File: config.mk
export PLATFORM = sky130hd
export DESIGN_NAME = conv_tile_sequencer
export DESIGN_NICKNAME = d
export VERILOG_FILES = /design/src/rtl/conv_tile_sequencer.sv
export SDC_FILE = /design/constraint.sdc
export NUM_CORES = 1
export LEC_CHECK = 0
export BUFFER_PORTS_ARGS = -buffer_cell sky130_fd_sc_hd__buf_2
export CAP_MARGIN = 40
export CORE_UTILIZATION = 45
export DETAILED_ROUTE_END_ITERATION = 6
export GPL_TIMING_DRIVEN = 0
export PLACE_DENSITY = 0.74
export SYNTH_ARGS = -nofsm -noshare
export SYNTH_HDL_FRONTEND = slang
export SYNTH_SLANG_ARGS = --single-unit
export TNS_END_PERCENT = 1
File: constraint.sdc
create_clock -name clk -period 2.1 [get_ports clk]
set_input_delay 0.21 -clock clk [delete_from_list [all_inputs] [get_ports clk]]
set_output_delay 0.21 -clock clk [all_outputs]
set_load 0.005 [all_outputs]
File: src/rtl/conv_tile_sequencer.sv
// rtl/conv_tile_sequencer.sv - byte-stream tile sequencer for the 3x3/2x2 systolic conv array
module conv_tile_sequencer #(
  parameter int ARRAY_LATENCY = 3,
  parameter int CNT_W         = 16
) (
  input  logic              clk,
  input  logic              reset,
  input  logic              start,
  input  logic              cfg_reuse_weights,
  input  logic              in_valid,
  output logic              in_ready,
  input  logic [7:0]        in_data,
  output logic [71:0]       arr_act,
  output logic [31:0]       arr_wgt,
  input  logic [127:0]      arr_result,
  output logic              out_valid,
  input  logic              out_ready,
  output logic [31:0]       out_data,
  output logic              out_last,
  output logic              busy,
  output logic [CNT_W-1:0]  tile_count,
  output logic              wgt_loaded
);

  localparam int LAT_W = (ARRAY_LATENCY < 1) ? 1 : $clog2(ARRAY_LATENCY + 1);

  typedef enum logic [2:0] {
    S_IDLE,
    S_LOAD_W,
    S_LOAD_A,
    S_WAIT,
    S_DRAIN
  } state_t;

  state_t            state, state_nxt;
  logic [3:0]        idx;
  logic [LAT_W-1:0]  cnt;
  logic [8:0][7:0]   act_q;
  logic [3:0][7:0]   wgt_q;
  logic [3:0][31:0]  res_buf;

  assign arr_act = act_q;
  assign arr_wgt = wgt_q;

  always_ff @(posedge clk) begin
    if (reset) state <= S_IDLE;
    else       state <= state_nxt;
  end

  always_comb begin
    state_nxt = state;
    in_ready  = 1'b0;
    out_valid = 1'b0;
    out_last  = 1'b0;
    busy      = (state != S_IDLE);
    out_data  = res_buf[idx[1:0]];
    case (state)
      S_IDLE: begin
        if (start) state_nxt = (cfg_reuse_weights && wgt_loaded) ? S_LOAD_A : S_LOAD_W;
      end
      S_LOAD_W: begin
        in_ready = 1'b1;
        if (in_valid && idx == 4'd3) state_nxt = S_LOAD_A;
      end
      S_LOAD_A: begin
        in_ready = 1'b1;
        if (in_valid && idx == 4'd8) state_nxt = S_WAIT;
      end
      S_WAIT: begin
        if (cnt == '0) state_nxt = S_DRAIN;
      end
      S_DRAIN: begin
        out_valid = 1'b1;
        out_last  = (idx == 4'd3);
        if (out_ready && idx == 4'd3) state_nxt = S_IDLE;
      end
      default: state_nxt = S_IDLE;
    endcase
  end

  // Datapath registers; everything outside the active load/drain state holds.
  always_ff @(posedge clk) begin
    if (reset) begin
      idx        <= '0;
      cnt        <= '0;
      act_q      <= '0;
      wgt_q      <= '0;
      res_buf    <= '0;
      tile_count <= '0;
      wgt_loaded <= 1'b0;
    end else begin
      case (state)
        S_IDLE: begin
          if (start && !(cfg_reuse_weights && wgt_loaded)) wgt_loaded <= 1'b0;
        end
        S_LOAD_W: begin
          if (in_valid) begin
            wgt_q[idx[1:0]] <= in_data;
            if (idx == 4'd3) begin
              idx        <= '0;
              wgt_loaded <= 1'b1;
            end else begin
              idx <= idx + 4'd1;
            end
          end
        end
        S_LOAD_A: begin
          if (in_valid) begin
            act_q[idx] <= in_data;
            if (idx == 4'd8) begin
              idx <= '0;
              cnt <= LAT_W'(ARRAY_LATENCY);
            end else begin
              idx <= idx + 4'd1;
            end
          end
        end
        S_WAIT: begin
          if (cnt == '0) begin
            res_buf <= arr_result;
            idx     <= '0;
          end else begin
            cnt <= cnt - LAT_W'(1);
          end
        end
        S_DRAIN: begin
          if (out_ready) begin
            if (idx == 4'd3) begin
              idx        <= '0;
              tile_count <= tile_count + CNT_W'(1);
            end else begin
              idx <= idx + 4'd1;
            end
          end
        end
        default: idx <= '0;
      endcase
    end
  end

endmodule

[Word-level counts from Yosys, hierarchy flattened]
Cells that the tools add are included.
Word-level totals
  output and inout port bits: 157
  register bits after elaboration: 258
  word-level logic and storage cells: 103
  input port bits: 142
Operators by class
  $lt $le $gt $ge: 4
  multiplexer cells: 33
  eq/ne operators: 18
  reduce and logical (&&, ||, !) cells: 22
  $add $sub $neg: 3
  bitwise gates (word level): 1
Operators with widths (number)
  $bwmux W72: 1
  $bmux W32 S2: 1
  $bwmux W32: 1
  $demux W8 S4: 1
  $mux W32: 1
  $mux W4: 6
  $ne A2 B2 Y1 const B: 12
  $pmux W4 S5: 1
  $add A16 B1 Y16 const B: 1
  $demux W8 S2: 1
  $mux W8: 2
  $mux W3: 5
  $pmux W3 S5: 1
  $reduce_and A5 Y1: 2
  $mux W2: 4
  $reduce_and A4 Y1: 2
  $logic_and A1 B1 Y1: 7
  $eq A3 B2 Y1 const B: 2
  $mux W1: 6
  $reduce_and A2 Y1: 3
  $lt A4 B5 Y1 const B: 1
  $add A4 B1 Y4 const B: 1
  $eq A4 B2 Y1 const B: 1
  $eq A4 B4 Y1 const B: 1
  other kinds (16): 17

[Longest topological paths before layout]
Gate-level depths: netlist of the first run.
  depth after elaboration: 5
  depth in mapped cells: 10

[Least setup slack after synthesis of the first run]
No wires, ideal clock.
  path type: register -> register
  start: register idx[1]
  end: register idx[2]
  setup time: 0.088 ns
  period minus slack after synthesis: 2.234 ns
  buffers on the path: 3
  required time: 2.012 ns
  cell stages (with the launch flop): 11
  path slack: -0.134 ns
  arrival time: 2.147 ns
  cell sequence: dfxtp_1 clkbuf_1 buf_1 inv_1 ha_1 clkbuf_1 nand3b_1 nand2_1 o311ai_1 mux2i_1 nor4_2
On the way
  longest elaborated chain between the ends: 4
  elaborated cells on any way between the ends: 9
Ends and longest elaborated chain
  from (decl): line 36  | logic [3:0] idx;
  from (signal assigned): line 103  | idx <= idx + 4'd1;
  from (signal assigned): line 114  | idx <= idx + 4'd1;
  from (signal assigned): line 132  | idx <= idx + 4'd1;
  $add A4 B1 Y4 (tied with other cells): line 103, 114, 132
  $mux W4, on equally long branches: line 99, 128, 110
  $mux W4, on equally long branches: line 127, 108, 97
  $pmux W4 S5 *: line 92  | case (state)
Every way passes the cells marked *; elsewhere a longest branch is shown, timed or not. The select of a mux whose other input is x is not followed.
A chain may end at the register's enable or synchronous reset.

[Worst setup path in the final report of the first run]
  start: register idx[0]
  end: output out_data[7]
On the way
  longest elaborated chain between the ends: 2
Ends and longest elaborated chain
  $bmux W32 S2: line 56  | out_data = res_buf[idx[1:0]];
  $mux W32 (not written as such): line 56
  to (decl): line 18  | output logic [31:0] out_data,
No other way between the ends. The select of a mux whose other input is x is not followed.

==> results of run 1 <==
synth_stat cells (9+ instances only):
cell / count / area, sq um
a21oi_1: 225 / 1130
buf_2: 26 / 130
clkbuf_1: 66 / 248
dfxtp_1: 258 / 5160
inv_1: 9 / 33.8
mux2i_1: 18 / 180
mux4_2: 32 / 721
nand2_1: 369 / 1390
nand3_1: 102 / 510
nor2_1: 35 / 131
nor3_1: 9 / 45.0
xnor2_1: 9 / 78.8
repair_timing:
action	in CTS	in global routing
hold endpoints to repair	152	0
gates resized for setup	30	38
gates cloned	0	0
buffers inserted	2	2
setup endpoints to repair	124	234
pin swaps	1	2
hold buffers	136	0
worst min path at each step:
stage / end / slack [ps] / cells past startpoint / startpoint
4_1_cts: state[1]$_SDFFE_PP0P_ / 70 / 5 / cfg_reuse_weights
3_5_place_dp: arr_wgt[27]$_SDFFE_PP0P_ / 440 / 2 / arr_wgt[27]$_SDFFE_PP0P_
6_report: state[1]$_SDFFE_PP0P_ / 80 / 5 / cfg_reuse_weights
2_1_floorplan: res_buf[0]$_SDFFE_PP0P_ / 350 / 2 / arr_result[0]
3_3_place_gp: res_buf[42]$_SDFFE_PP0P_ / 440 / 2 / res_buf[42]$_SDFFE_PP0P_
5_1_grt: state[1]$_SDFFE_PP0P_ / 100 / 5 / cfg_reuse_weights
sequential cells by signal, indices dropped and copies added (netlist names):
signal	cells
arr_act	72
arr_wgt	32
cnt	2
idx	4
res_buf	128
state	3
tile_count	16
wgt_loaded	1
metal layers:
layer  part of all wire  routed length [um]
met4              0.050                1810
met5                  0                   0
met3              0.083                3030
met2               0.47               17000
met1               0.40               14600
through the flow:
stage               total power, uW  utilization  setup slack (ps)  setup TNS [ps]
finish                        13200        0.648              9.27               0
global route                  13800        0.648             -84.3           -1490
CTS                           13100        0.644             -7.00           -11.0
detailed placement             7960        0.538              -693          -29650
global placement               7910        0.538              -672          -26430
floorplan                      7070            -             -76.5            -765
report_power, final:
group          switching [uW]  internal [uW]  total, uW  leakage [uW]
sequential                210           5240       5450       0.00208
clock                    1970           2970       4940      0.000451
combinational            1700           1160       2850       0.00335
total                    3880           9370      13200       0.00588
area by class of cell:
type,count,area (sq um),area share
clock inverters,9,126,0.00864
plain buffers,99,532,0.0364
diodes,4,10.0,0.000685
multi-input cells,859,4730,0.323
clock buffers,39,791,0.0541
well taps,285,357,0.0244
flip-flops and latches,258,5170,0.353
inverters,9,33.8,0.00231
repair buffers,437,2880,0.197
logic make-up after synthesis:
logic type / after synthesis
muxes: 50
AOI/OAI and AO/OA: 242
DFF: 258
xor gates and xnor gates: 13
adders and majority gates: 6
buffers and inverters: 109
and+or+nand+nor: 548
worst max-delay path, cell delays in order, from the launching register on:
cell     delay, ps
dfxtp_2        360
buf_8          150
buf_12         160
mux4_2         540
buf_2          150
==> results.json, run 1 <==
{
  "synth.mux.area_fraction": 0.0874,
  "synth_cell_types": 43,
  "synth_top_family_by_area": "simple AND/OR/NAND/NOR gates",
  "numPortBuffers": 297,
  "grtUsageMet2": 0.497,
  "cts-root-buf": "clkbuf_16",
  "drive_gt1_frac": 0.258,
  "cp-end-kind": "output port",
  "power_leakage_uw": 0.00588,
  "numCtsBuffers": 27,
  "synth_edf_count": 0,
  "r2r-end": "res_buf[22]$_SDFFE_PP0P_",
  "critical_path_class": "reg2out",
  "dieHeight_um": 153,
  "clockBufferDepth": 3,
  "whs_ps": 79.7,
  "route.detailed.drc": 0,
  "rows": 55,
  "synth_xor_area_frac": 0.0110,
  "cts-htree-levels": 1,
  "hp-class": "in2reg",
  "final_hold_viol_count": 0,
  "dp.cells": 1808,
  "antenna_found_initial": 4,
  "insertion_delay_ps": 530,
  "synthAdderAreaFrac": 0.00729,
  "die_w_um": 153,
  "initial_core_util": 0.457,
  "routed-via-count": 11004,
  "dr.pass1.iters": 6,
  "grt_max_degree": 14,
  "tightestPinTransition_ps": 792,
  "synth-main-ff-cell": "dfxtp_1",
  "instances_no_fill": 1999,
  "rsz0062_at_grt": "true",
  "synth_compound_area_frac": 0.121,
  "crit_end": "out_data[7]",
  "status": "completed",
  "slew_viol_final": 0,
  "fmax_mhz": 478,
  "postPlaceCellArea_sq_um": 12100,
  "wl_um": 36400,
  "groute.layer.met1.usage": 0.389,
  "cts_tree": "done",
  "crit_required_ps": 1890,
  "finalCriticalPeriod_ps": 2090,
  "dp_hpwl_um": 23500,
  "synth-simple-area-share": 0.229,
  "syn_inst": 1226,
  "yosysSeqAreaShare": 0.501,
  "clock-sinks": 258,
  "coreArea_sq_um": 22600,
  "area_growth_syn_to_layout_pct": 41.9,
  "grt_pass1_wl_um": 56600,
  "grtUsageMet3": 0.0476,
  "fin_nets": 1839,
  "pwr_density_cell_nw_per_um2": 906,
  "yosysWarnings": 0,
  "gp_congestion": 0.854,
  "worstSetupStartpointType": "flip-flop",
  "wire_per_inst_um": 18.2,
  "synthArstFlopShare": 0,
  "io_pins": 299,
  "synth_seq_cells": 258,
  "fillers": 1809,
  "slew_headroom": 0.472,
  "layout_commonest_cell": "nand2_1",
  "viasPerCell": 5.50,
  "gr-max-usage-layer": "met2",
  "critPathArrivalTime_ps": 1880,
  "grt_usage": 0.305,
  "syn-num-nets": 1374,
  "final_cell_mix": "nand2_1, buf_2, dfxtp_1",
  "min_period_over_period": 0.996,
  "overflow": 0,
  "grt_pass1_vias": 10710,
  "rr_worst_depth": 7,
  "r2r_slack_ps": 40,
  "irDropWorstVdd_mv": 0.559,
  "die_area_sq_um": 23500,
  "ant_nets": 0,
  "setup_violations": 0,
  "r2r-start": "state[1]$_SDFFE_PP0P_",
  "drtIter0Drc": 905,
  "finalClockSkew_ps": 12.5,
  "final_cell_area_sq_um": 14600,
  "max_cap_violations": 0,
  "worstPathMaxFanout": 10,
  "clkTransAtPathRegs_ps": 60,
  "syn_area_sq_um": 10300,
  "avgSynthCellArea_sq_um": 8.41,
  "startpoint": "idx[0]$_SDFFE_PP0P_"
}
Note: power is estimated with default switching activity, not from simulation.
==> run 2, diff against run 1 <==
--- a/config.mk
+++ b/config.mk
@@ -5,12 +5,13 @@
 export SDC_FILE = /design/constraint.sdc
 export NUM_CORES = 1
 export LEC_CHECK = 0
+export ABC_AREA = 1
 export BUFFER_PORTS_ARGS = -buffer_cell sky130_fd_sc_hd__buf_2
 export CAP_MARGIN = 40
 export CORE_UTILIZATION = 45
 export DETAILED_ROUTE_END_ITERATION = 6
 export GPL_TIMING_DRIVEN = 0
-export PLACE_DENSITY = 0.74
+export PLACE_DENSITY = 0.73
 export SYNTH_ARGS = -nofsm -noshare
 export SYNTH_HDL_FRONTEND = slang
 export SYNTH_SLANG_ARGS = --single-unit
==> run 2 against run 1 <==
Against the previous run: the flow now finishes with violations (setup timing); worst hold slack lost 66 ps; via count increased by 9.4%; global-route usage about the same; die area rose by 4.1%; first-iteration DRC count is 12% higher; routed wire length increased by 4.9%; clock-buffer cell count increased by 1; setup slack got worse by 51 ps; largest cell class unchanged.
==> results.json, run 2 <==
{
  "slew_headroom": 0.487,
  "worstPathCellList": "inv_1 > clkbuf_1 > o21ai_0 > o22ai_1 > buf_2",
  "coreArea_sq_um": 23400,
  "violations": "setup timing",
  "grt_max_degree": 14,
  "rr_worst_depth": 10,
  "yosysSeqAreaShare": 0.481,
  "critPathBufInv": 3,
  "irDropWorstVdd_mv": 0.495,
  "power_frac_clock": 0.347,
  "finalSetupTns_ps": -86.3,
  "path_delay_family": "buffers and inverters",
  "cts_tree": "done",
  "fillers": 2121,
  "power_frac_seq": 0.388,
  "drtIter0Drc": 1010,
  "cp.depth": 5,
  "fin_nets": 2056,
  "yosys.area.top_type_share": 0.481,
  "final_hold_viol_count": 0,
  "slew_viol_final": 0,
  "ys_top_cells_by_area": "dfxtp_1, nor2_1, a21oi_1, nand3_1, nand2_1",
  "final_cell_mix": "buf_2, dfxtp_1, nor2_1",
  "insertion_delay_ps": 540,
  "syn-num-nets": 1595,
  "rsz0062_at_grt": "true",
  "finalClockSkew_ps": 7.09,
  "viasPerCell": 5.35,
  "synthArstFlopShare": 0,
  "cp-end-kind": "output port",
  "die_area_sq_um": 24500,
  "finalCriticalPeriod_ps": 2140,
  "overflow": 0,
  "crit_required_ps": 1890,
  "power_leakage_uw": 0.00636,
  "initial_core_util": 0.459,
  "yosysWarnings": 0,
  "critical_path_class": "reg2out",
  "status": "complete, but fails checks",
  "grt_pass1_wl_um": 58700,
  "comb_power_share": 0.265,
  "clockBufferDepth": 3,
  "fin_ws_ps": -41.9,
  "min_period_over_period": 1.02,
  "hp-class": "in2reg",
  "dieHeight_um": 156,
  "grt_usage": 0.305,
  "holdPathStages": 3,
  "worstPathMaxFanout": 10,
  "area_growth_syn_to_layout_pct": 39.8,
  "grt_pass1_vias": 11502,
  "largest-register": "res_buf",
  "critPathArrivalTime_ps": 1930,
  "drive_gt1_frac": 0.229,
  "synth_area_leader_cell": "dfxtp_1",
  "dp_hpwl_um": 25700,
  "numPortBuffers": 297,
  "max_cap_violations": 0,
  "internal_power_uw": 9650,
  "routed-via-count": 12036,
  "fmax_mhz": 467,
  "yosysMostFrequentCell": "dfxtp_1",
  "synth_edf_count": 0,
  "syn_inst": 1447,
  "clock-sinks": 258,
  "tightestPinTransition_ps": 770,
  "rows": 56,
  "ant_nets": 0,
  "die_w_um": 156,
  "cts-root-buf": "clkbuf_16",
  "dpl_worst_slack_ps": -841,
  "worstSetupStartpointType": "flip-flop",
  "avgSynthCellArea_sq_um": 7.42,
  "post-cts-setup-buffer-count": 0,
  "route.detailed.drc": 0,
  "io_pins": 299,
  "synth_cell_types": 34,
  "wire_per_inst_um": 17.0,
  "wl_um": 38200,
  "largest_reg_flops": 128,
  "setup_violations": 5,
  "clkTransAtPathRegs_ps": 60,
  "synth_seq_cells": 258,
  "multi_input_area_sq_um": 4950,
  "syn_area_sq_um": 10700,
  "pwr_density_cell_nw_per_um2": 952,
  "register_area_sq_um": 5170,
  "dr.pass1.iters": 6,
  "ys_top_cells_by_count": "dfxtp_1, nor2_1, nand2_1",
  "layout_commonest_cell": "buf_2",
  "antenna_found_initial": 1,
  "gp_congestion": 0.943,
  "synth-main-ff-cell": "dfxtp_1",
  "cpMaxStageDelayCell": "clkbuf_1",
  "netSwitchingPower_uw": 4630,
  "cts-htree-levels": 1,
  "numCtsBuffers": 27,
  "worst_path_largest_cell_delay_ps": 410,
  "switching_share": 0.324
}
-- run 2: cell count changes in the layout (fill, tap and decap cells not counted), moves of 18 or more --
cell	previous run	this run
a21oi_1	225	175
inv_1	9	37
mux2i_1	18	0
mux4_2	32	0
nand2_1	369	217
nand3_1	101	175
nor2_1	35	236
o21ai_0	3	138
o22ai_1	2	30
-- run 2: final timing paths --
path	to	slack (ps)	startpoint
max	out_data[11]	-40	idx[0]$_SDFFE_PP0P_
min	res_buf[32]$_SDFFE_PP0P_	10	arr_result[32]
max reg2reg	cnt[1]$_SDFFE_PP0P_	130	idx[0]$_SDFFE_PP0P_
min reg2reg	cnt[0]$_SDFFE_PP0P_	450	cnt[0]$_SDFFE_PP0P_
-- run 2: worst min-delay path, stage by stage --
cell     delay (ps)
buf_2           100
nand3_1         110
a21oi_1          80
-- run 2: repair_timing --
| action | 4_1_cts | 5_1_grt |
|---|---|---|
| gates resized for setup | 45 | 16 |
| hold buffers | 135 | 0 |
| hold endpoints to repair | 143 | 0 |
| endpoints found under the setup margin | 113 | 155 |
-- run 2: cell type report --
type,count,area share
sequential,258,0.344
multi-input combinational,1034,0.330
timing repair buffer,432,0.189
clock buffer,40,0.0549
buffer,107,0.0356
tap,319,0.0266
inverter,48,0.0123
clock inverter,9,0.00700
antenna,1,0.000167
-- run 2: kinds of logic (layout without fill, tap and decap cells) --
family | Yosys count | count (layout) | synth area share
DFF | 258 | 258 | 0.481
buffers and inverters | 155 | 636 | 0.0606
AOI/OAI and AO/OA | 359 | 359 | 0.172
and+or+nand+nor | 665 | 665 | 0.277
xor gates and xnor gates | 4 | 4 | 0.00326
adders and majority gates | 6 | 6 | 0.00699
other | 0 | 1 | 0
-- run 2: power groups by stage --
stage | combinational, uW | sequential [uW] | clock [uW]
2_1_floorplan | 2100 | 5570 | 0
6_report | 3790 | 5540 | 4960
3_5_place_dp | 3360 | 5620 | 0
5_1_grt | 4140 | 5570 | 5200
3_3_place_gp | 3320 | 5610 | 0
4_1_cts | 3650 | 5530 | 5000
-- run 2: layer usage --
metal	up-vias	share of wire	global-route usage
li1	5797	-	-
met1	5507	0.39	0.357
met2	601	0.49	0.545
met3	131	0.082	0.0612
met4	0	0.041	0.116
met5	-	0	0
-- run 2: stage by stage --
stage / instance area (sq um) / util / std cells / power, uW / hold WS (ps)
CTS: 15000 / 0.640 / 2247 / 14200 / 7.10
global route: 15000 / 0.641 / 2248 / 14900 / 9.07
detailed placement: 12600 / 0.539 / 2063 / 8990 / 448
finish: 15000 / 0.641 / 2248 / 14300 / 13.8
global placement: 12600 / 0.539 / 2063 / 8930 / 430
floorplan: 10700 / - / 1447 / 7660 / 374
==> run 3, diff against run 2 <==
--- a/config.mk
+++ b/config.mk
@@ -5,13 +5,14 @@
 export SDC_FILE = /design/constraint.sdc
 export NUM_CORES = 1
 export LEC_CHECK = 0
-export ABC_AREA = 1
+export ABC_AREA = 0
 export BUFFER_PORTS_ARGS = -buffer_cell sky130_fd_sc_hd__buf_2
 export CAP_MARGIN = 40
 export CORE_UTILIZATION = 45
 export DETAILED_ROUTE_END_ITERATION = 6
 export GPL_TIMING_DRIVEN = 0
-export PLACE_DENSITY = 0.73
+export PLACE_DENSITY = 0.71
+export SLEW_MARGIN = 15
 export SYNTH_ARGS = -nofsm -noshare
 export SYNTH_HDL_FRONTEND = slang
 export SYNTH_SLANG_ARGS = --single-unit
==> constraint.sdc (replaced) <==
create_clock -name clk -period 2.33 [get_ports clk]
set_input_delay 0.233 -clock clk [delete_from_list [all_inputs] [get_ports clk]]
set_output_delay 0.233 -clock clk [all_outputs]
set_load 0.005 [all_outputs]
==> run 3 against run 2 <==
Against the previous run: the flow now finishes without violations; routed wire length is 4.2% lower; utilization about the same; critical path depth shrank 1; cell count fell by 11%; non-clock buffer count is 6 lower; via count is 9.1% lower; setup slack gained 100 ps; critical path type unchanged; largest power group unchanged.
==> results.json, run 3 (same netlist as run 1, synthesis figures left out) <==
{
  "status": "completed",
  "dp_hpwl_um": 23500,
  "io_pins": 299,
  "dieHeight_um": 153,
  "viasPerCell": 5.49,
  "die_area_sq_um": 23500,
  "finalClockSkew_ps": 14.8,
  "dr.pass1.iters": 5,
  "crit_required_ps": 2100,
  "worstSetupStartpointType": "flip-flop",
  "power_leakage_uw": 0.00583,
  "final_cell_mix": "nand2_1, buf_2, dfxtp_1",
  "grt_usage": 0.302,
  "clkTransAtPathRegs_ps": 60,
  "die_w_um": 153,
  "routed-via-count": 10938,
  "worstPathMaxFanout": 10,
  "cts-htree-levels": 1,
  "hp-class": "in2reg",
  "crit_top_cell": "buf_6",
  "tightestPinTransition_ps": 769,
  "layout_commonest_cell": "nand2_1",
  "grt_max_degree": 14,
  "overflow": 0,
  "insertion_delay_ps": 530,
  "area_growth_syn_to_layout_pct": 40.6,
  "worst_path_largest_cell_delay_ps": 560,
  "ant_nets": 0,
  "worstPathCellList": "buf_6 > buf_6 > mux4_2 > buf_2",
  "critPathArrivalTime_ps": 2030,
  "clock-sinks": 258,
  "cp-end-kind": "output port",
  "whs_ps": 105,
  "drive_gt1_frac": 0.247,
  "grt_pass1_wl_um": 56400,
  "gp_congestion": 0.857,
  "antenna_found_initial": 1,
  "route.detailed.drc": 0,
  "clockBufferDepth": 3,
  "max_cap_violations": 0,
  "cts-root-buf": "clkbuf_16",
  "fin_nets": 1836,
  "coreArea_sq_um": 22600,
  "setup_violations": 0,
  "irDropWorstVdd_mv": 0.468,
  "numCtsBuffers": 27,
  "rows": 55,
  "rsz0062_at_grt": "true",
  "initial_core_util": 0.457,
  "finalCriticalPeriod_ps": 2270,
  "fmax_mhz": 441,
  "cts_tree": "done",
  "critical_path_class": "reg2out",
  "finalSetupTns_ps": 0,
  "grt_pass1_vias": 10717,
  "largest_reg_flops": 128,
  "largest-register": "res_buf",
  "numPortBuffers": 297,
  "min_period_over_period": 0.973,
  "slew_headroom": 0.487,
  "slew_viol_final": 0,
  "wl_um": 36500,
  "drtIter0Drc": 852,
  "pwr_density_cell_nw_per_um2": 818,
  "final_hold_viol_count": 0,
  "wire_per_inst_um": 18.3,
  "cpMaxStageDelayCell": "mux4_2"
}
## run 3: cell types whose count changed in the layout (fill, tap and decap cells not counted), moves of 9 or more
cell / delta
nor2_1: -201
o21ai_1: -9
mux4_2: +32
a21oi_1: +50
mux2i_1: +18
o22ai_1: -28
o21ai_0: -135
nand3_1: -73
nand2_1: +152
inv_1: -28
clkbuf_1: +12
## run 3: final timing paths
kind | cells past startpoint | to | startpoint | slack, ps
setup / recovery | 4 | out_data[11] | idx[0]$_SDFFE_PP0P_ | 60
hold / removal | 4 | wgt_loaded$_SDFFE_PP0P_ | start | 100
setup reg to reg | 8 | arr_wgt[8]$_SDFFE_PP0P_ | idx[1]$_SDFFE_PP0P_ | 160
hold reg to reg | 2 | res_buf[91]$_SDFFE_PP0P_ | res_buf[91]$_SDFFE_PP0P_ | 450
## run 3: final cells by class
class                           count  area (sq um)
Tap cell                          285           357
Buffer                             99           453
Timing Repair Buffer              434          2860
Fill cell                        1858          8090
Inverter                            9          33.8
Clock inverter                     13           173
Multi-Input combinational cell    859          4710
Clock buffer                       34           742
Antenna cell                        1          2.50
Sequential cell                   258          5160
## run 3: critical path, delay by kind of cell (launching register included)
family,cells,cell delay [ps]
buf+inv,3,570
mux,1,560
flops,1,370
## run 3: timing repair
item / 4_1_cts / 5_1_grt
hold buffers: 136 / 0
resized for setup: 15 / 6
pin swaps: 1 / 2
endpoints found under the setup margin: 112 / 34
buffers inserted: 1 / 0
endpoints found under the hold margin: 150 / 0
## run 3: report_power, final
group          internal [uW]  leakage, uW  switching [uW]  total (uW)
combinational            977      0.00329            1510        2480
sequential              4720      0.00208             189        4910
clock                   2690     0.000458            1770        4460
total                   8390      0.00583            3470       11900
## run 3: metrics by stage
stage | instance area [sq um] | setup slack (ps) | utilization | power (uW) | cells
final | 14500 | 62.5 | 0.642 | 11900 | 1992
after global routing | 14500 | -6.18 | 0.642 | 12300 | 1992
after CTS | 14500 | 21.9 | 0.641 | 11800 | 1991
after detailed placement | 12100 | -782 | 0.538 | 7180 | 1808
after global placement | 12100 | -761 | 0.538 | 7130 | 1808
after floorplan | 10300 | 95.6 | - | 6370 | 1226
## run 3: routing by layer
layer  up-vias  routed length, um  global-route usage
met5         -                  0                   0
met4         0               1840               0.153
met3       156               2600              0.0482
met2       552              17300               0.502
met1      5157              14800               0.380
li1       5073                  -                   -
